--- config.mk ---
export PLATFORM = sky130hd
export DESIGN_NAME = implication_queue_flat
export DESIGN_NICKNAME = d
export VERILOG_FILES = /design/src/rtl/implication_queue_if.sv /design/src/rtl/implication_queue.sv /design/src/flat_wrapper.sv
export SDC_FILE = /design/constraint.sdc
export NUM_CORES = 1
export LEC_CHECK = 0
export ABC_AREA = 1
export BUFFER_PORTS_ARGS = -buffer_cell sky130_fd_sc_hd__buf_4
export CORE_ASPECT_RATIO = 0.8
export CORE_MARGIN = 2
export CORE_UTILIZATION = 57
export CTS_CLUSTER_SIZE = 12
export DETAILED_ROUTE_END_ITERATION = 8
export GPL_ROUTABILITY_DRIVEN = 0
export GPL_TIMING_DRIVEN = 1
export PLACE_DENSITY = 0.76
export SYNTH_ARGS = -nofsm -noshare
export SYNTH_HDL_FRONTEND = slang
export SYNTH_SLANG_ARGS = --single-unit
--- constraint.sdc ---
create_clock -name clock -period 9.06 [get_ports clock]
set_input_delay 1.812 -clock clock [delete_from_list [all_inputs] [get_ports clock]]
set_output_delay 1.812 -clock clock [all_outputs]
set_load 0.005 [all_outputs]
--- src/rtl/implication_queue_if.sv ---
// Handshake bundle between the unit-clause evaluators / BCP controller and the
// implication queue: push side, pop side, flush and conflict report.
interface implication_queue_if #(
   parameter int VARIABLE_INDEX = 6,
   parameter int PTR_W          = 4
);
   logic                    push_valid;
   logic [VARIABLE_INDEX:0] push_variable;
   logic                    push_val;
   logic                    push_ready;
   logic                    pop_valid;
   logic [VARIABLE_INDEX:0] pop_variable;
   logic                    pop_val;
   logic                    pop_ready;
   logic                    clear;
   logic                    conflict;
   logic [VARIABLE_INDEX:0] conflict_variable;
   logic [PTR_W:0]          count;

   modport master (
      output push_valid, push_variable, push_val, pop_ready, clear,
      input  push_ready, pop_valid, pop_variable, pop_val,
             conflict, conflict_variable, count
   );

   modport slave (
      input  push_valid, push_variable, push_val, pop_ready, clear,
      output push_ready, pop_valid, pop_variable, pop_val,
             conflict, conflict_variable, count
   );
endinterface

--- src/rtl/implication_queue.sv ---
// In-order FIFO of unit-clause implications with per-variable in-flight tracking
// that drops duplicates and flags contradictory implications as a sticky conflict.
module implication_queue #(
   parameter int NUM_VARIABLE   = 128,
   parameter int VARIABLE_INDEX = 6,
   parameter int DEPTH          = 16,
   parameter int PTR_W          = 4
) (
   input logic               clock,
   input logic               reset,
   implication_queue_if.slave q
);

   typedef struct packed {
      logic [VARIABLE_INDEX:0] variable;
      logic                    val;
   } entry_t;

   entry_t                  mem [DEPTH];
   logic [PTR_W-1:0]        head, tail;
   logic [PTR_W:0]          count;
   logic [NUM_VARIABLE-1:0] pending, pending_val;
   logic                    conflict;
   logic [VARIABLE_INDEX:0] conflict_variable;

   logic   push_fire, pop_fire, is_pending, enq, contra, empty;
   entry_t head_entry;

   assign empty      = (count == '0);
   assign q.push_ready = (count != (PTR_W+1)'(DEPTH)) && !conflict;
   assign q.pop_valid  = !empty && !conflict;
   assign push_fire  = q.push_valid && q.push_ready;
   assign pop_fire   = q.pop_valid && q.pop_ready;

   // Classification uses pending as registered, so a push racing the pop of the
   // same variable still sees it in flight.
   assign is_pending = pending[q.push_variable];
   assign enq        = push_fire && !is_pending;
   assign contra     = push_fire && is_pending && (pending_val[q.push_variable] != q.push_val);

   assign head_entry     = mem[head];
   assign q.pop_variable = empty ? '0 : head_entry.variable;
   assign q.pop_val      = empty ? 1'b0 : head_entry.val;
   assign q.count             = count;
   assign q.conflict          = conflict;
   assign q.conflict_variable = conflict_variable;

   always_ff @(posedge clock) begin
      if (enq && !q.clear) mem[tail] <= '{variable: q.push_variable, val: q.push_val};
   end

   always_ff @(posedge clock or posedge reset) begin
      if (reset) begin
         head              <= '0;
         tail              <= '0;
         count             <= '0;
         pending           <= '0;
         pending_val       <= '0;
         conflict          <= 1'b0;
         conflict_variable <= '0;
      end else if (q.clear) begin
         head              <= '0;
         tail              <= '0;
         count             <= '0;
         pending           <= '0;
         pending_val       <= '0;
         conflict          <= 1'b0;
         conflict_variable <= '0;
      end else begin
         if (enq) begin
            tail                          <= tail + 1'b1;
            pending[q.push_variable]      <= 1'b1;
            pending_val[q.push_variable]  <= q.push_val;
         end
         if (pop_fire) begin
            head                           <= head + 1'b1;
            pending[head_entry.variable]   <= 1'b0;
         end
         if (contra) begin
            conflict          <= 1'b1;
            conflict_variable <= q.push_variable;
         end
         case ({enq, pop_fire})
            2'b10:   count <= count + 1'b1;
            2'b01:   count <= count - 1'b1;
            default: count <= count;
         endcase
      end
   end

endmodule

--- src/flat_wrapper.sv ---
// flat-port wrapper written by rule: the top's interface ports become plain ports
module implication_queue_flat 
#(
   parameter int NUM_VARIABLE   = 128,
   parameter int VARIABLE_INDEX = 6,
   parameter int DEPTH          = 16,
   parameter int PTR_W          = 4
)
  (clock, reset, q_push_valid, q_push_variable, q_push_val, q_pop_ready, q_clear, q_push_ready, q_pop_valid, q_pop_variable, q_pop_val, q_conflict, q_conflict_variable, q_count);
  implication_queue_if #(.VARIABLE_INDEX(VARIABLE_INDEX), .PTR_W(PTR_W)) q_i ();
  input logic clock;
  input logic reset;
  input wire logic [$bits(q_i.push_valid)-1:0] q_push_valid;
  input wire logic [$bits(q_i.push_variable)-1:0] q_push_variable;
  input wire logic [$bits(q_i.push_val)-1:0] q_push_val;
  input wire logic [$bits(q_i.pop_ready)-1:0] q_pop_ready;
  input wire logic [$bits(q_i.clear)-1:0] q_clear;
  output wire logic [$bits(q_i.push_ready)-1:0] q_push_ready;
  output wire logic [$bits(q_i.pop_valid)-1:0] q_pop_valid;
  output wire logic [$bits(q_i.pop_variable)-1:0] q_pop_variable;
  output wire logic [$bits(q_i.pop_val)-1:0] q_pop_val;
  output wire logic [$bits(q_i.conflict)-1:0] q_conflict;
  output wire logic [$bits(q_i.conflict_variable)-1:0] q_conflict_variable;
  output wire logic [$bits(q_i.count)-1:0] q_count;
  assign q_i.push_valid = q_push_valid;
  assign q_i.push_variable = q_push_variable;
  assign q_i.push_val = q_push_val;
  assign q_i.pop_ready = q_pop_ready;
  assign q_i.clear = q_clear;
  assign q_push_ready = q_i.push_ready;
  assign q_pop_valid = q_i.pop_valid;
  assign q_pop_variable = q_i.pop_variable;
  assign q_pop_val = q_i.pop_val;
  assign q_conflict = q_i.conflict;
  assign q_conflict_variable = q_i.conflict_variable;
  assign q_count = q_i.count;
  implication_queue #(.NUM_VARIABLE(NUM_VARIABLE), .VARIABLE_INDEX(VARIABLE_INDEX), .DEPTH(DEPTH), .PTR_W(PTR_W)) u_core (.clock(clock), .reset(reset), .q(q_i));
endmodule
; ---- After elaboration in Yosys (flattened, before gate mapping)
; Memories as Yosys holds them, arrays and structs flattened.
; Cells that the tools add are included.
[op_classes]
n_addsub = 4
bitwise = 3
reduce_logical = 19
muxes = 29
order_cmp = 4
eq_ne = 4
[op_table]
columns = cell, n
row1 = $mux W128, 6
row2 = $and A128 B128 Y128, 1
row3 = $bwmux W128, 1
row4 = $not A128 Y128, 1
row5 = $or A128 B128 Y128, 1
row6 = $mux W7, 3
row7 = $lt A7 B8 Y1 const B, 2
row8 = $mux W4, 4
row9 = $bmux W1 S7, 2
row10 = $demux W1 S7, 2
row11 = $ge A7 B1 Y1 const B, 2
row12 = $logic_and A1 B1 Y1, 10
row13 = $pmux W5 S2, 1
row14 = $mux W1, 9
row15 = $add A4 B1 Y4 const B, 2
row16 = $reduce_bool A2 Y1, 3
row17 = $add A5 B1 Y5 const B, 1
row18 = $logic_not A5 Y1, 1
row19 = $mux W5, 1
row20 = $ne A5 B5 Y1 const B, 1
row21 = $sub A5 B1 Y5 const B, 1
row22 = $logic_not A1 Y1, 4
row23 = $reduce_bool A3 Y1, 1
row24 = $eq A2 B1 Y1 const B, 1
row25 = 2 further kinds, 2
[totals]
mem_count = 1
output_inout_bits = 23
elab_cells = 71
mem_bits_rw = 128
input_bits = 13
ff_bits = 277
[memory_table]
columns = name, words, word_bits, read_ports, rd_clocked_by_memory_dff, wr, line_no
row1 = u_core.mem, 16, 8, 1, 0, 1, implication_queue.sv:19  ; entry_t mem [DEPTH];

; ---- Depth between registers and ports, before layout
[depth]
ltp_word = 10
mapped_depth = 26

; ---- Worst setup path before layout
; OpenSTA, ideal clock, no wires.
[synth_timing]
path_type = input to register
start = input port q_push_variable[0]
end = memory u_core.mem[15][0] in the netlist's numbering, enable pin
cell_stages = 16
path_buffers = 3
slack_ns = 4.777
required_ns = 8.677
arrival_ns = 3.900
setup_ns = 0.383
cell_sequence = buf_4 -> buf_4 -> nor2_1 -> nor2_1 -> o21ai_0 -> nand2_1 -> o21ai_1 -> nand2_1 -> nor2_1 -> nor2_1 -> nor2_2 -> nand3_2 -> inv_2 -> buf_4 -> nand2_1 -> nor3_1
[synth_between]
elab_chain_cells = 7
[synth_lines]
columns = element, line_no
row1 = "start, declared", flat_wrapper.sv:14  ; input wire logic [$bits(q_i.push_variable)-1:0] q_push_variable;
row2 = $bmux W1 S7, implication_queue.sv:37  ; assign is_pending = pending[q.push_variable];
row3 = $mux W1 (implied by the code), implication_queue.sv:37
row4 = $logic_not A1 Y1, implication_queue.sv:38  ; assign enq = push_fire && !is_pending;
row5 = $logic_and A1 B1 Y1, implication_queue.sv:38
row6 = $logic_and A1 B1 Y1, implication_queue.sv:49  ; if (enq && !q.clear) mem[tail] <= '{variable: q.push_variable, val: q.push_val};
row7 = $mux W1, implication_queue.sv:49
row8 = $mux W1 (implied by the code), implication_queue.sv:49
row9 = "end, declared", implication_queue.sv:19
; No other way between the ends. The select of a mux whose other input is x is not followed.

; ---- Worst setup path after layout
[layout_timing]
start = input port q_push_variable[0]
end = memory u_core.mem[1][0] in the netlist's numbering, enable pin
; The elaborated chain is that of the path after synthesis.

==> impl_results.md <==
* Status: finished clean
* Xor/xnor cell area share of the yosys netlist at 0.09118%
* Die boundary width at 209.3 microns
* PortBufs at 35
* Count of unresolved DRC violations after routing at 0
* Drt via density at 6.387
* Worst-case vdd ir drop at 0.0001585 V
* # setup viols final at 0
* Number of different library cells in the post-synthesis netlist at 40
* Mapped Avg Cell Area at 8.661 sq um
* Critical path startpoint: q_push_variable[0]
* CP Launch Type: primary input
* Tightest Hold Check Type: reg2reg
* Die boundary height at 168.2 microns
* Synth Register Bits at 405
* Max incr delay on CP at 1.14 ns
* Cell breakdown of the critical path: buf_4 -> inv_2 -> buf_4 -> o211ai_1 -> nand2_1 -> o21ai_1 -> nand2_1 -> nor2_1 -> nor2_1 -> nor2_2 -> nand3_2 -> nor2_1 -> inv_1 -> nor3_1
* Core outline area at 33410 sq um
* Post-route fraction of the period consumed by the critical path at 69.42%
* Post-synthesis adder-cell area fraction at 0.4559%
* Final critical delay including setup and external delays at 6.290 ns
* Total clock sinks at 405
* Final setup skew at 0.01813 ns
* Critical Path Slowest Stage Cell: nor3_1
* Post-route ant nets at 0
* Final HPWL DP at 36470 microns
* Required time of the critical path at 9.21 ns
* Global router's overall resource usage at 33.64%
* Setup fix buffers added after clock tree synthesis at 0
* Latest clock arrival within the worst-skew pair at 0.56 ns
* Synthesized netlist net count at 2238
* Most used cells in the layout excluding fill and tap cells: nand2_1 (421), nor2_1 (398), o21ai_0 (278)
* Antenna diodes at 0
* Ys async rst share at 68.40%
* Max Cap Viol at 0
* Syn Std Cell Area at 19210 sq um
* Final Hold Viols at 0
* CTS root buf: clkbuf_16
* Reg2reg path depth at 12
* Iteration count of the initial detailed-routing pass at 6
* Antenna violations before repair at 0
* First-pass GRT wire length at 91430 microns
* Clock input transition at the sequential cells of the worst setup and hold paths at 0.06 ns
* Final number of max-transition violations at 0
* Largest family of logic cells by synthesized area: simple AND/OR/NAND/NOR gates
* Number of I/O pins at 36
* Leakage power at 0.008979 uW
* Startpoint of the lowest-slack hold path: u_core.pending_val[119]
* Setup repair after global routing missed its margin: no
* Critical Path End Type: flip-flop
* Post-cts gate resize count at 0
* Critical path class: in2reg
* Sequential area share after synthesis at 56.09%
* Worst Path Arrival at 6.44 ns
* Row count at 60
* Final Hold Slack at 0.4923 ns
* Final Net Count at 2222
* Number of violations reported at the end of detailed-routing iteration 0 at 2483
* Dominant cell type by count on the critical path: nor2_1
* EDFF count, synth at 128
* Total overflow reported by the global router at 0
* Sum Neg Setup Slack at 0 ns
* Leading register cell type out of synthesis: dfrtp_1
* Area added between synthesis and finish at 9.248%
* Layout cells sized above 1 at 7.841%
* Number of levels in the clock H-tree at 2
* Number of buffers created by CTS at 42
* Die area at 35200 sq um
* Timing-limited maximum frequency at 0.1590 GHz
* Routed Wire Length at 59050 microns
* Overall power of the completed layout at 4480 uW
* Worst slack at placement at 2.352 ns
* Worst slew margin relative to its limit at 5.472%
* Largest net degree at the start of global routing at 173
* Synthesis warning total at 0
* Cells on Worst Hold Path at 1
* Share of the synthesized area in compound gates (AO/OA/AOI/OAI) at 17.57%
* Post-CTS Hold Buffers at 0
* Via count at 17030
* Final WS setup at 2.770 ns
* Slew at the pin with the worst max-slew slack at 1.407 ns
* Mux share of post-synthesis cell area at 0%
* Highest fanout seen on the critical path at 72
* Synth Instances at 2218
* Effective utilization at floorplan at 57.51%
* CTS tree: yes
* Number of global-route vias before repair at 15760
* Detailed-route wire length per cell at 22.15 microns
* Power density cells at 213.5 nW/um^2
* Reg-to-Reg Start: u_core.pending[82]
* Commonest non-fill, non-tap cell in the layout: nand2_1
* Share of synthesized cell area in and, or, nand and nor gates at 20.57%
* Maximum number of buffers from clock root to sink at 3
critical path, delay by kind of cell:
kind | cells | cell delay (ns)
AO/OA/AOI/OAI | 2 | 0.42
AND/OR/NAND/NOR | 8 | 2.78
buffers and inverters | 4 | 1.34
through the flow:
step,area [sq um],utilization (%),instances
2_1_floorplan,19210,-,2218
3_3_place_gp,19700,58.97,2590
3_5_place_dp,19700,58.97,2590
4_1_cts,20970,62.78,2664
5_1_grt,20990,62.82,2666
6_report,20990,62.82,2666
sequential cells by signal, summed over array words and instances (netlist names):
signal,flops
u_core.head,4
u_core.mem,128
u_core.pending,128
u_core.pending_val,128
u_core.q.conflict,1
u_core.q.conflict_variable,7
u_core.q.count,5
u_core.tail,4
metal layers:
layer / track usage [%] / vias up / share of wire (%)
li1: - / 7554 / -
met4: 11.30 / 0 / 3.1
met5: 0 / - / 0
met3: 9.886 / 160 / 14
met1: 50.54 / 8142 / 42
met2: 46.59 / 1171 / 41
power breakdown:
group	internal, uW	switching (uW)
registers	1920	20.3
clock network	921	718
logic	205	701
layout make-up:
type,count,area (sq um)
clock buffer,66,1212
inverter,134,513.0
timing repair buffer,58,442.9
tap,434,543.0
clock inverter,8,58.81
fill,2687,12420
multi-input combinational,1561,7441
sequential,405,10780
worst paths after layout:
path / endpoint / slack, ns
setup / recovery: u_core.mem[1][0] / 2.77
hold / removal: u_core.pending_val[119] / 0.49
setup reg to reg: u_core.mem[1][0] / 4.70
hold reg to reg: u_core.pending_val[119] / 0.49
max in group asynchronous: u_core.head[0] / 6.18
min in group asynchronous: u_core.pending_val[13] / 1.38
synth_stat cells (2+ instances only):
library cell | number | area share [%]
edfxtp_1 | 128 | 20
o21ai_0 | 278 | 7.2
nor2_1 | 399 | 7.8
o21a_1 | 9 | 0.35
nand2_1 | 421 | 8.2
nand3_1 | 82 | 2.1
o2111ai_1 | 5 | 0.23
nor4_1 | 7 | 0.23
or2_1 | 6 | 0.20
clkbuf_1 | 86 | 1.7
inv_1 | 122 | 2.4
nand4_1 | 25 | 0.81
ha_1 | 7 | 0.46
o221a_1 | 6 | 0.35
o211ai_1 | 18 | 0.70
a22o_1 | 2 | 0.091
o22ai_1 | 10 | 0.33
a21oi_1 | 155 | 4.0
buf_2 | 21 | 0.55
clkinv_1 | 4 | 0.078
o221a_2 | 36 | 2.1
inv_2 | 8 | 0.16
nand3_2 | 5 | 0.26
nor2_2 | 6 | 0.20
a22oi_1 | 10 | 0.39
buf_4 | 6 | 0.23
dfrtp_1 | 277 | 36
o221ai_1 | 23 | 1.0
buf_1 | 4 | 0.078
o21ai_1 | 18 | 0.47
a221oi_1 | 3 | 0.14
nor3_1 | 23 | 0.60
logic make-up (layout without fill, tap and decap cells):
logic type	Yosys count	after routing
DFF	405	405
buffers and inverters	252	266
and+or+nand+nor	977	977
AOI/OAI and AO/OA	575	575
adders and majority gates	7	7
xor gates and xnor gates	2	2
Power figures use the tool's default switching activity.
